**src/rtl/c_lock_rr_arbiter_pkg.sv**
```systemverilog
// Shared state encodings for the lock round-robin arbiter.
package c_lock_rr_arbiter_pkg;

    // Packet-lock FSM: IDLE arbitrates round-robin, LOCKED holds one owner.
    typedef enum logic [0:0] {
        CLRA_STATE_IDLE   = 1'b0,
        CLRA_STATE_LOCKED = 1'b1
    } clra_state_e;

endpackage

```
**src/rtl/c_rr_select.sv**
```systemverilog
// Wrap-around priority picker: first requester at or after the one-hot prio
// position, wrapping past the last port back to port 0.
module c_rr_select #(
    parameter int num_ports = 4
) (
    input  logic [0:num_ports-1] prio,
    input  logic [0:num_ports-1] req,
    output logic [0:num_ports-1] sel
);

    logic [0:num_ports-1]   therm;
    logic [0:2*num_ports-1] dbl;

    // Thermometer mask: ones from the priority port to the end of the vector.
    always_comb begin
        therm    = '0;
        therm[0] = prio[0];
        for (int i = 1; i < num_ports; i++) begin
            therm[i] = therm[i-1] | prio[i];
        end
    end

    // Left half holds requests at/after prio, right half the wrapped-around copy.
    assign dbl = {req & therm, req};

    // Pick the leftmost set bit of the doubled vector and fold it back.
    always_comb begin
        logic found;
        found = 1'b0;
        sel   = '0;
        for (int j = 0; j < 2*num_ports; j++) begin
            if (dbl[j] && !found) begin
                found = 1'b1;
                if (j < num_ports) begin
                    sel[j] = 1'b1;
                end else begin
                    sel[j-num_ports] = 1'b1;
                end
            end
        end
    end

endmodule

```
**src/rtl/c_lock_rr_arbiter.sv**
```systemverilog
// Round-robin arbiter that keeps a grant locked to one port until that
// port's tail request is granted, keeping packets atomic.
module c_lock_rr_arbiter
    import c_lock_rr_arbiter_pkg::*;
#(
    parameter int num_ports = 4
) (
    input  logic                 clk,
    input  logic                 reset,
    input  logic                 active,
    input  logic [0:num_ports-1] req,
    input  logic [0:num_ports-1] tail,
    output logic [0:num_ports-1] gnt,
    output logic                 gnt_valid,
    output logic                 locked
);

    clra_state_e          state_q, state_d;
    logic [0:num_ports-1] prio_q, prio_d;
    logic [0:num_ports-1] lock_q, lock_d;
    logic [0:num_ports-1] rr_gnt;
    logic                 gnt_tail;

    c_rr_select #(
        .num_ports(num_ports)
    ) u_select (
        .prio(prio_q),
        .req (req),
        .sel (rr_gnt)
    );

    // While locked only the owner may win; otherwise take the round-robin pick.
    always_comb begin
        gnt = rr_gnt;
        if (state_q == CLRA_STATE_LOCKED) begin
            gnt = lock_q & req;
        end
    end

    assign gnt_valid = |gnt;
    assign gnt_tail  = |(gnt & tail);
    assign locked    = (state_q == CLRA_STATE_LOCKED);

    // Next-state logic: lock on a non-tail win, release on the owner's tail,
    // and move priority just past the winner of every idle arbitration.
    always_comb begin
        state_d = state_q;
        prio_d  = prio_q;
        lock_d  = lock_q;
        if (active) begin
            case (state_q)
                CLRA_STATE_IDLE: begin
                    if (gnt_valid) begin
                        for (int i = 0; i < num_ports; i++) begin
                            prio_d[(i+1) % num_ports] = gnt[i];
                        end
                        if (!gnt_tail) begin
                            state_d = CLRA_STATE_LOCKED;
                            lock_d  = gnt;
                        end
                    end
                end
                CLRA_STATE_LOCKED: begin
                    if (gnt_valid && gnt_tail) begin
                        state_d = CLRA_STATE_IDLE;
                        lock_d  = '0;
                    end
                end
                default: begin
                    state_d = CLRA_STATE_IDLE;
                    lock_d  = '0;
                end
            endcase
        end
    end

    // State registers; reset drops any lock immediately, even mid-packet.
    always_ff @(posedge clk or posedge reset) begin
        if (reset) begin
            state_q <= CLRA_STATE_IDLE;
            prio_q  <= {1'b1, {(num_ports-1){1'b0}}};
            lock_q  <= '0;
        end else begin
            state_q <= state_d;
            prio_q  <= prio_d;
            lock_q  <= lock_d;
        end
    end

    a_gnt_onehot: assert property (@(posedge clk) disable iff (reset) $onehot0(gnt));

endmodule

```
**config.mk**
```make
export PLATFORM = sky130hd
export DESIGN_NAME = c_lock_rr_arbiter
export DESIGN_NICKNAME = d
export VERILOG_FILES = /design/src/rtl/c_lock_rr_arbiter_pkg.sv /design/src/rtl/c_rr_select.sv /design/src/rtl/c_lock_rr_arbiter.sv
export SDC_FILE = /design/constraint.sdc
export NUM_CORES = 1
export LEC_CHECK = 0
export CAP_MARGIN = 10
export CORE_UTILIZATION = 47
export DETAILED_ROUTE_END_ITERATION = 16
export PLACE_DENSITY_LB_ADDON = 0.05
export SYNTH_ARGS = -nofsm -noshare
export SYNTH_HDL_FRONTEND = slang
export SYNTH_HIERARCHICAL = 1
export SYNTH_SLANG_ARGS = --single-unit
```
**constraint.sdc**
```tcl
create_clock -name clk -period 2.7 [get_ports clk]
set_clock_uncertainty 0.1 [all_clocks]
set_input_delay 0.54 -clock clk [delete_from_list [all_inputs] [get_ports clk]]
set_output_delay 0.54 -clock clk [all_outputs]
set_load 0.01 [all_outputs]
```
==> reports/metrics.csv <==
metric,value,unit
post-DP HPWL,1430,um
Critical Path End Type,output pin,
leading area contributor after synthesis,dfrtp_1,
post-synth top area share,29.6,%
"Reg clk slew, reported paths",0.06,ns
Sink Count,9,
drt pass-1 iters,4,
nature of the critical path startpoint,input pin,
leakage power,0.000495,uW
Power Density,1030,nW/um^2
minimum clock period,2.63,ns
TritonCTS buffer count,3,
"Slowest-stage cell, CP",clkdlybuf4s15_1,
antenna violations before repair,0,
first-pass GRT wire length,2840,um
Crit Path Category,input pin to output pin,
number of flops mapped to enable cells by yosys,0,
vias,779,
routing usage on met2,43.1,%
adder and majority cell fraction of the synthesized area,0,%
R2R Setup Slk,0.42,ns
layout cell share with drive strength beyond 1,33.6,%
Yosys cell types,33,
Synth area leaders,"dfrtp_1, a32o_1, nand3_1, nand2_1, dfstp_2",
GPL Wtd Cong,0.802,
simple-gate area share of the yosys netlist,29.6,%
Int Pwr,621,uW
sequential share of the synthesized area,33.5,%
Worst slew margin,77.8,%
Final Max Slew Viols,0,
Fin. Hold Viols,0,
post-synthesis mux area share,0,%
sequential power share,27.7,%
met3 Resource Use GR,3.41,%
Final period util,97.4,%
final WL,1980,um
Worst Path Arrival,1.99,ns
DRT iter0 DRCs,24,
largest net degree at the start of global routing,13,
hold buffers post-CTS,0,
Port Buf Inserts,16,
width of the die,39.9,um
Final Setup Violations,0,
compound-gate portion of the synthesized area,31.7,%
Post-Synthesis Cells,73,
Synth Area in XOR/XNOR,0,%
Worst VDD drop,0.000556,V
final antenna-violating net count,0,
crit-path max cell delay,0.28,ns
CTS tree,yes,
Setup TNS,0,ns
Switching Power,429,uW
CORE AREA,1320,um^2
site row count,13,
grt ovf,0,
Clk network pwr share,9.2,%
Layout fillers,97,
Max H-tree Level,1,
Yosys warnings,6,
synthesized net count,84,
clock root buffer master,clkbuf_4,
Net Sw Frac,40.9,%
Nets,122,
worst-skew pair later-pin latency,0.25,ns
GRT busiest layer,met2,
via density per instance,6.23,
DIE HEIGHT,39.9,um
final core utilization,77.4,%
Initial Utilization,51.3,%
vias in the first global route,662,
CP bufs+invs,2,
Synth Register Bits,9,
GR Util met1,35.9,%
Worst EP required,2.06,ns
run status,"complete, no violations",
fmax,0.380,GHz
worst path cell trace,"clkdlybuf4s15_1, nand2_1, o211a_1, o21a_1, or2b_1, nand4_2, or2_1, buf_2",
crit path max fanout,6,
DR DRC count,0,
synthesized area,676,um^2
top_reg_cell synth,dfrtp_1,
ys async rst share,100,%
Worst Hold Class,input pin to asynchronous set/reset pin,
deepest clock path buffer count,2,
Diodes inserted,0,
actual slew at the worst max-slew pin,0.333,ns
Layout area overhead,50.9,%
largest family of logic cells by synthesized area,compound AO/OA/AOI/OAI gates,
drt wl/cell,15.9,um
Gate power share,63.1,%
Max Cap Violations,0,
gr usage total,27.4,%
area of the die,1590,um^2
boundary pin count,17,
syn_area_per_cell,9.26,um^2
Worst path top cell family by delay,simple AND/OR/NAND/NOR gates,
==> routing by layer <==
layer  part of all wire, %  vias up
met5                     0        -
met2                    47       30
met1                    44      375
li1                      -      365
met3                   6.1        9
met4                   2.2        0
==> final cells by class <==
class                           count  area, um^2  share of cell area [%]
Sequential cell                     9         229                    22.5
Timing Repair Buffer               36         304                    29.8
Multi-Input combinational cell     58         430                    42.2
Inverter                            3        11.3                    1.10
Tap cell                           15        18.8                    1.84
Clock buffer                        4        26.3                    2.58
==> cell usage after synthesis, types with 2 or more instances <==
master	n
nand2_1	10
nand3_1	9
dfrtp_1	8
a32o_1	5
a22o_1	3
inv_1	3
o21ai_0	3
or2b_1	3
nand2b_1	2
nand4_1	2
nand4_2	2
nor2b_1	2
==> power by group through the flow <==
| stage | clock network [uW] | logic (uW) | registers, uW |
|---|---|---|---|
| finish | 97.0 | 662 | 291 |
| global route | 109 | 721 | 301 |
| CTS | 101 | 616 | 284 |
| detailed placement | 0 | 636 | 284 |
| global placement | 0 | 627 | 282 |
| floorplan | 0 | 364 | 262 |
==> cells in the final DEF (no fill, tap or decap), types with 3 or more instances in the layout <==
cell type	synthesis	layout
or2b_1	3	3
nand2_1	10	10
a32o_1	5	5
inv_1	3	3
nand3_1	9	9
buf_4	1	19
dlygate4sd2_1	0	6
clkdlybuf4s50_1	0	7
clkbuf_4	0	3
a22o_1	3	3
dfrtp_1	8	6
==> worst paths after layout <==
kind | startpoint | endpoint | cells past startpoint
setup / recovery | req[2] | gnt_valid | 8
hold / removal | reset | prio_q[3] | 2
setup reg to reg | prio_q[0] | lock_q[0] | 8
hold reg to reg | lock_q[1] | lock_q[1] | 1
max in group asynchronous | reset | prio_q[0] | 2
min in group clk | lock_q[1] | lock_q[1] | 1
==> per-stage QoR <==
stage	instance area, um^2	worst slack (ns)	hold WS [ns]	total power (uW)	instances
5_1_grt	1020	-0.0172	0.454	1130	125
6_report	1020	0.0701	0.436	1050	125
4_1_cts	991	0.000317	0.435	1000	123
3_3_place_gp	966	-0.515	0.411	909	119
2_1_floorplan	676	0.446	0.267	626	73
3_5_place_dp	966	-0.550	0.421	921	119
==> cell families (layout without fill, tap and decap cells) <==
family / after synthesis / count (layout)
flops: 9 / 9
buf+inv: 6 / 43
simple gates: 35 / 35
compound gates: 23 / 23
==> timing repair <==
action                                  in CTS  in global routing
gates resized for setup                     14                  6
pin swaps                                    2                  3
endpoints found under the setup margin       5                  3
setup buffers                                0                  2
hold endpoints to repair                     0                  0
Note: power is estimated with default switching activity, not from simulation.
